<file path="config.mk">
export PLATFORM = sky130hd
export DESIGN_NAME = inv_lerp
export DESIGN_NICKNAME = d
export VERILOG_FILES = /design/src/rtl/inv_lerp_pkg.sv /design/src/rtl/inv_lerp_udiv_step.sv /design/src/rtl/inv_lerp.sv
export SDC_FILE = /design/constraint.sdc
export NUM_CORES = 1
export LEC_CHECK = 0
export ABC_AREA = 1
export CORE_MARGIN = 4
export CORE_UTILIZATION = 35
export CTS_CLUSTER_SIZE = 10
export DETAILED_ROUTE_END_ITERATION = 6
export PLACE_DENSITY = 0.62
export SYNTH_ARGS = -nofsm -noshare
export SYNTH_HDL_FRONTEND = slang
export SYNTH_HIERARCHICAL = 1
export SYNTH_SLANG_ARGS = --single-unit
</file>
<file path="constraint.sdc">
create_clock -name clk -period 3.54 [get_ports clk]
set_input_delay 0.885 -clock clk [delete_from_list [all_inputs] [get_ports clk]]
set_output_delay 0.885 -clock clk [all_outputs]
set_load 0.005 [all_outputs]
</file>
<file path="src/rtl/inv_lerp_pkg.sv">
// Shared lerp types: widths, request classification and FSM states.
package inv_lerp_pkg;

    localparam int INPUT_BITS_DEF      = 16;
    localparam int RATIO_FRAC_BITS_DEF = 8;

    typedef logic        [INPUT_BITS_DEF-1:0]      uint_t;
    typedef logic signed [INPUT_BITS_DEF:0]        sint_t;
    typedef logic        [RATIO_FRAC_BITS_DEF-1:0] ratio_t;

    // How a request resolves; only NORMAL uses the divider result.
    typedef enum logic [1:0] {
        NORMAL,
        ZERO,
        CLAMP_LO,
        CLAMP_HI
    } cls_e;

    typedef enum logic [1:0] {
        IDLE,
        DIVIDE,
        DONE
    } state_e;

    // Priority matters: a degenerate span wins over everything,
    // and v == a is exact rather than clamped.
    function automatic cls_e classify(input logic den_zero,
                                      input logic num_zero,
                                      input logic sign_differs,
                                      input logic num_ge_den);
        cls_e c;
        if (den_zero)          c = CLAMP_LO;
        else if (num_zero)     c = ZERO;
        else if (sign_differs) c = CLAMP_LO;
        else if (num_ge_den)   c = CLAMP_HI;
        else                   c = NORMAL;
        return c;
    endfunction

endpackage

</file>
<file path="src/rtl/inv_lerp_udiv_step.sv">
// One restoring-division iteration: shift the remainder, subtract the
// divisor when it fits, emit the quotient bit.
module udiv_step #(
    parameter int W = 16
) (
    input  logic [W:0]   rem,
    input  logic [W-1:0] den,
    output logic [W:0]   rem_next,
    output logic         qbit
);

    logic [W+1:0] rem2;
    logic [W:0]   diff;

    // The caller keeps rem < den, so when the subtraction is taken rem2 is
    // below 2*den and fits in W+1 bits; diff can drop the top bit.
    always_comb begin
        rem2     = {rem, 1'b0};
        qbit     = (rem2 >= {2'b00, den});
        diff     = rem2[W:0] - {1'b0, den};
        rem_next = qbit ? diff : rem2[W:0];
    end

endmodule

</file>
<file path="src/rtl/inv_lerp.sv">
// Inverse lerp: ratio such that lerp(a, b, ratio) ~= v, computed with a
// fixed-latency MSB-first restoring divider behind valid/ready handshakes.
module inv_lerp
    import inv_lerp_pkg::*;
#(
    parameter int INPUT_BITS      = INPUT_BITS_DEF,
    parameter int RATIO_FRAC_BITS = RATIO_FRAC_BITS_DEF
) (
    input  logic                       clk,
    input  logic                       reset,
    input  logic                       in_valid,
    output logic                       in_ready,
    input  logic [INPUT_BITS-1:0]      a,
    input  logic [INPUT_BITS-1:0]      b,
    input  logic [INPUT_BITS-1:0]      v,
    output logic                       out_valid,
    input  logic                       out_ready,
    output logic [RATIO_FRAC_BITS-1:0] ratio,
    output logic                       clamped
);

    localparam int CNT_W = (RATIO_FRAC_BITS > 1) ? $clog2(RATIO_FRAC_BITS) : 1;
    localparam logic [CNT_W-1:0] CNT_LOAD = CNT_W'(RATIO_FRAC_BITS - 1);

    state_e                     state_reg, state_next;
    cls_e                       cls_reg, cls_in;
    logic [CNT_W-1:0]           cnt_reg;
    logic [INPUT_BITS:0]        rem_reg;
    logic [INPUT_BITS-1:0]      den_reg;
    logic [RATIO_FRAC_BITS-2:0] quot_reg;
    logic [RATIO_FRAC_BITS-1:0] quot_next;
    logic [RATIO_FRAC_BITS-1:0] ratio_reg, ratio_next;
    logic                       clamped_reg, clamped_next;

    logic                       num_neg, den_neg;
    logic [INPUT_BITS-1:0]      num_mag, den_mag;
    logic [INPUT_BITS:0]        step_rem;
    logic                       step_q;
    logic                       accept, release_out, last_iter;

    // Signed differences handled as sign + magnitude; |v-a| and |b-a|
    // always fit in INPUT_BITS unsigned.
    always_comb begin
        num_neg = (v < a);
        den_neg = (b < a);
        num_mag = num_neg ? (a - v) : (v - a);
        den_mag = den_neg ? (a - b) : (b - a);
        cls_in  = classify(den_mag == '0, num_mag == '0,
                           num_neg != den_neg, num_mag >= den_mag);
    end

    udiv_step #(.W(INPUT_BITS)) u_step (
        .rem      (rem_reg),
        .den      (den_reg),
        .rem_next (step_rem),
        .qbit     (step_q)
    );

    // Handshakes, next state and the value loaded when the divide finishes.
    always_comb begin
        state_next   = state_reg;
        in_ready     = (state_reg == IDLE);
        out_valid    = (state_reg == DONE);
        accept       = in_valid & in_ready;
        release_out  = out_valid & out_ready;
        last_iter    = (state_reg == DIVIDE) && (cnt_reg == '0);
        quot_next    = {quot_reg, step_q};
        ratio_next   = '0;
        clamped_next = 1'b0;

        case (cls_reg)
            NORMAL:   ratio_next = quot_next;
            ZERO:     ratio_next = '0;
            CLAMP_LO: clamped_next = 1'b1;
            CLAMP_HI: begin
                ratio_next   = '1;
                clamped_next = 1'b1;
            end
            default:  ratio_next = '0;
        endcase

        case (state_reg)
            IDLE:    if (accept)      state_next = DIVIDE;
            DIVIDE:  if (last_iter)   state_next = DONE;
            DONE:    if (release_out) state_next = IDLE;
            default: state_next = IDLE;
        endcase
    end

    // State register; reset aborts any division in flight.
    always_ff @(posedge clk) begin
        if (reset) state_reg <= IDLE;
        else       state_reg <= state_next;
    end

    // Operand latch at accept, one divide iteration per DIVIDE edge,
    // result load on the final iteration and held through DONE.
    always_ff @(posedge clk) begin
        if (reset) begin
            cls_reg     <= NORMAL;
            cnt_reg     <= '0;
            rem_reg     <= '0;
            den_reg     <= '0;
            quot_reg    <= '0;
            ratio_reg   <= '0;
            clamped_reg <= 1'b0;
        end else begin
            if (accept) begin
                cls_reg  <= cls_in;
                cnt_reg  <= CNT_LOAD;
                rem_reg  <= {1'b0, num_mag};
                den_reg  <= den_mag;
                quot_reg <= '0;
            end else if (state_reg == DIVIDE) begin
                rem_reg  <= step_rem;
                quot_reg <= quot_next[RATIO_FRAC_BITS-2:0];
                cnt_reg  <= cnt_reg - CNT_W'(1);
            end
            if (last_iter) begin
                ratio_reg   <= ratio_next;
                clamped_reg <= clamped_next;
            end
        end
    end

    assign ratio   = ratio_reg;
    assign clamped = clamped_reg;

endmodule

</file>
# Yosys cells after proc, flatten, opt, wreduce, memory -nomap -nowiden
# Cells that the tools add are included.
# word_totals
ff_bits	56
in_bits	52
wordCells	56
out_inout_bits	11
# op_classes
n_addsub	6
reduce_logical	10
eq_ne	8
bitwise_logic	2
muxes	17
n_lt_le_gt_ge	4
# ops
operator	count
$mux 16	4
$sub 16x16->16	4
$logic_not 16->1	2
$lt 16x16->1	2
$ge 18x16->1	1
$mux 17	1
$sub 17x16->17	1
$ge 16x16->1	1
$pmux 8 s2	1
$mux 2	7
$eq 2x2->1 const B	3
$mux 3	2
$pmux 2 s3	1
$logic_not 2->1	2
$ne 2x1->1 const B	2
$reduce_or 2->1	2
$logic_not 3->1	1
$reduce_and 3->1	1
$sub 3x1->3 const B	1
$and 1x1->1	2
$eq 2x1->1 const B	1
$ne 2x2->1 const B	1
$reduce_bool 2->1	1
$logic_and 1x1->1	1
2 further kinds	2

# Depth between registers and ports, before layout
# logic_depth
ltp_word	7
mapped_depth	28
ltp_nobuf	27

# Modules after synthesis
# The synthesis kept the hierarchy.
# modules_own_cells
mod	instances	seq_area_each_um2	cells_per_inst	area_each_um2
inv_lerp	1	1121.1	1215	6886.6
udiv_step	1	0.0	289	1490.2

# Worst setup path after synthesis
# No wires, ideal clock.
# synth_path
path_type	input to register
from	input port b[0]
to	register cls_reg[0]
n_path_buf	1
path_slack_ps	-43
arrival_ps	3470
setup_ps	113
cell_stages	25
required_time_ps	3427
path_cell_list	inv_1 > ha_1 > inv_1 > fa_1 > nand3_1 > nand3_1 > nand2_1 > nand2_4 > a21oi_2 > buf_6 > nand2_1 > nand2_1 > nand2_1 > nand2_1 > inv_1 > ha_1 > a21oi_1 > o21ai_0 > nor2_1 > nand2_1 > a31oi_1 > nand2b_2 > nand2_1 > nand3_1 > nand2_1
# synth_via
elab_chain_len	7
elab_cells_between_ends	11
cone_classes	add/sub: 2; order compare: 2; eq/ne: 1; mux: 5; reduce/logical: 1
# synth_rtl
item	line	rtl
start, declared	inv_lerp.sv:14	input logic [INPUT_BITS-1:0] b,
$sub 16x16->16 or $lt 16x16->1 (tied branches)	inv_lerp.sv:47, inv_lerp.sv:45	
$mux 16	inv_lerp.sv:47	den_mag = den_neg ? (a - b) : (b - a);
$ge 16x16->1	inv_lerp.sv:49	num_neg != den_neg, num_mag >= den_mag);
$mux 2	inv_lerp_pkg.sv:35	else if (num_ge_den) c = CLAMP_HI;
$mux 2	inv_lerp_pkg.sv:34	else if (sign_differs) c = CLAMP_LO;
$mux 2	inv_lerp_pkg.sv:33	else if (num_zero) c = ZERO;
$mux 2 (*)	inv_lerp_pkg.sv:32	if (den_zero) c = CLAMP_LO;
end signal, assigned	inv_lerp.sv:109	cls_reg <= cls_in;
end, declared	inv_lerp.sv:26	cls_e cls_reg, cls_in;
# Mark *: on every way between the ends. The rest lies on a longest branch, timed or not.
# A chain may end at the register's enable or synchronous reset.

# Final worst setup path
# layout_path
from	input port a[6]
to	register cls_reg[1]
# layout_via
elab_chain_len	7
elab_cells_between_ends	16
cone_classes	add/sub: 4; order compare: 3; eq/ne: 1; mux: 6; reduce/logical: 2
# layout_rtl
item	line	rtl
start, declared	inv_lerp.sv:13	input logic [INPUT_BITS-1:0] a,
$sub 16x16->16, or another cell as far along	inv_lerp.sv:46	num_mag = num_neg ? (a - v) : (v - a);
$mux 16 (on tied branches)	inv_lerp.sv:46, inv_lerp.sv:47	
$ge 16x16->1	inv_lerp.sv:49	
$mux 2	inv_lerp_pkg.sv:35	
$mux 2	inv_lerp_pkg.sv:34	
$mux 2	inv_lerp_pkg.sv:33	
$mux 2 (*)	inv_lerp_pkg.sv:32	
# Marks and branches as above.

==> reports/qor.yml <==
synth:
  synth_area_leader_cell: "nand2_1"
  yosysSeqAreaShare_pct: 13.4
  synth.most_common_cell: "nand2_1"
  synth_area_um2: 8380
  yosysUniqueCellTypes: 44
  synth-seq-cells: 56
  synth_top_area_share_pct: 28.2
  synth_top_flop_cell: "dfxtp_1"
  syn_avg_cell_area_um2: 5.57
  synth_cells: 1504
  ys_warn_count: 6
  synthTopCellsByArea: "nand2_1 (28%), ha_1 (15%), dfxtp_1 (13%)"
  synthArstFlopShare_pct: 0
  synth_edf_count: 0
  synth_nets: 1660
  synthTopCellsByCount: "nand2_1 (630), inv_1 (291), ha_1 (99), nand3_1 (83), a21oi_1 (71)"
place:
  gp_congestion: 0.927
  placed_cell_area_um2: 10500
  dp_hpwl_um: 22300
  io_buffer_count: 62
cells_and_area:
  drive_gt1_share_pct: 27.7
  largest_reg_flops: 17
  design_area_um2: 12000
  diodes: 0
  syn2layout_area_growth_pct: 43.5
  nets: 1904
pwr:
  cellPowerDensity_nw_per_um2: 419
  leakage_nw: 6.53
  irDropWorstVdd_uv: 350
global_routing:
  grt_usage_pct: 20.4
  grt_max_degree: 31
  antenna_found_initial: 0
  overflow: 0
  grt_pass1_vias: 9485
  grt_pass1_wl_um: 45000
sta:
  hold_ws_ns: 0.460
  finalSetupViolations: 0
  worst_slew_pin_slew_ns: 0.651
  rsz0062_at_grt: "yes"
  fin_skew_ns: 0.00808
  finalCritPeriodShare_pct: 99.8
  hold_violations: 0
  fmax_mhz: 283
  maxSlewViolCount: 0
  tns_ns: 0
  max-slew-margin-rel_pct: 56.5
  fin_crit_ns: 3.53
clock_tree:
  numCtsBuffers: 5
  cts_tree: "built"
  h-tree-depth: 2
  cts_buffer_depth: 2
  ctsHoldBuffers: 0
  clkSlewWorstSetupHoldPaths_ns: 0.07
  worstSkewPairLatency_ns: 0.30
  cts_sinks: 56
  cts-root-buf: "clkbuf_16"
floorplanning:
  initial_core_util_pct: 35.6
  die_x_um: 163
  core_um2: 23500
  rows: 56
  ios: 63
  die_h_um: 163
  dieArea_um2: 26500
setup_path:
  start_kind: "input pin"
  path_common_cell: "buf_4"
  cp_max_fo: 4
  crit_required_ns: 3.73
  critPathLaunch: "a[6]"
  crit_slowest_cell: "a21oi_4"
  rr_worst_depth: 14
  slowest_delay_ns: 0.26
  arrival_ns: 3.72
  worstSetupEndpointType: "flip-flop"
  r2r-start: "den_reg[8]"
  path_class: "input pin to flip-flop"
route:
  vias_per_cell: 4.67
  wl_per_cell_um: 13.1
  drtIter0Drc: 622
  ant_nets: 0
  routed-via-count: 9665
  routed_wl_um: 27000
  drtPass1Iterations: 7
  route.detailed.drc: 0
run:
  cap_violations: 0
hold_path:
  holdPathStages: 2
  hp-class: "flip-flop to flip-flop"
  min_from: "den_reg[11]"
outcome:
  status: "complete, no violations"
## logic make-up (layout without fill, tap and decap cells)
family / count (synthesis) / after routing / share of synthesized area, %
fa+ha+maj: 104 / 104 / 16.0
compound gates: 138 / 138 / 9.40
simple gates: 860 / 860 / 43.3
buf+inv: 321 / 566 / 15.3
flops: 56 / 56 / 13.4
xor+xnor: 25 / 25 / 2.61
## metal layers
layer | GRT usage (%) | vias up | share of wire (%)
met1 | 25.5 | 4291 | 45
met4 | 5.87 | 0 | 3.0
met3 | 1.39 | 56 | 3.2
li1 | - | 5106 | -
met5 | 0 | - | 0
met2 | 37.5 | 212 | 49
## final timing paths
| kind | slack (ns) | to |
|---|---|---|
| setup / recovery | 0.007 | cls_reg[1] |
| hold reg to reg | 0.46 | den_reg[11] |
| hold / removal | 0.46 | den_reg[11] |
| setup reg to reg | 1.11 | rem_reg[3] |
## stage by stage
| step | power (mW) | std cells | util [%] | worst slack, ns |
|---|---|---|---|---|
| after floorplan | 3.04 | 1504 | - | 0.0192 |
| after global placement | 3.95 | 2025 | 44.6 | -0.739 |
| after global routing | 5.53 | 2068 | 51.0 | -0.175 |
| after CTS | 4.84 | 2061 | 49.5 | 0.00195 |
| after detailed placement | 3.98 | 2025 | 44.6 | -0.810 |
| final | 5.04 | 2068 | 51.0 | 0.00729 |
## layout make-up
class	count	area [µm²]
fill	2410	11500
multi-input combinational	1127	7050
timing repair buffer	262	2160
sequential	56	1120
inverter	296	1120
tap	319	399
clock buffer	6	129
clock inverter	2	38.8
## cell usage in the layout (no fill, tap or decap), types with 3 or more instances in the layout
cell | synthesis | layout
nand3_1 | 83 | 71
dlymetal6s2s_1 | 0 | 4
buf_6 | 2 | 8
clkdlybuf4s15_1 | 0 | 4
inv_1 | 291 | 254
nor2_2 | 4 | 13
clkdlybuf4s50_1 | 0 | 14
xor2_1 | 18 | 18
a21oi_4 | 2 | 6
nor3_1 | 8 | 4
o21ai_2 | 1 | 4
a21oi_1 | 71 | 45
fa_2 | 0 | 4
nand2_1 | 630 | 553
ha_1 | 99 | 57
a22oi_1 | 10 | 10
xnor2_1 | 7 | 7
dfxtp_1 | 56 | 56
inv_2 | 4 | 39
o22ai_1 | 9 | 9
a21oi_2 | 4 | 26
nor3_2 | 1 | 3
clkbuf_16 | 0 | 5
dlygate4sd2_1 | 0 | 35
nand3_2 | 1 | 12
nand4_1 | 30 | 30
nor2_1 | 63 | 48
buf_4 | 0 | 191
nor2_4 | 3 | 9
a31oi_1 | 6 | 6
nand2_2 | 17 | 87
and2_4 | 2 | 4
o21ai_0 | 31 | 27
nand2_4 | 8 | 15
buf_12 | 3 | 3
ha_4 | 0 | 42
## repair_timing
action | CTS | global route
gates resized for setup | 235 | 92
setup endpoints to repair | 2 | 2
gates cloned | 1 | 0
pin swaps | 64 | 55
buffers inserted | 27 | 7
## critical path: cells and delay by family
family	cells	cell delay, ns
AOI/OAI and AO/OA	3	0.52
and+or+nand+nor	9	0.78
buffers and inverters	12	1.30
adders and majority gates	1	0.23
## power breakdown
group / internal (mW) / switching [mW] / leakage [nW]
clock network: 0.337 / 0.220 / 0.0815
registers: 0.714 / 0.0656 / 0.458
logic: 1.53 / 2.17 / 5.99
Note: power is estimated with default switching activity, not from simulation.
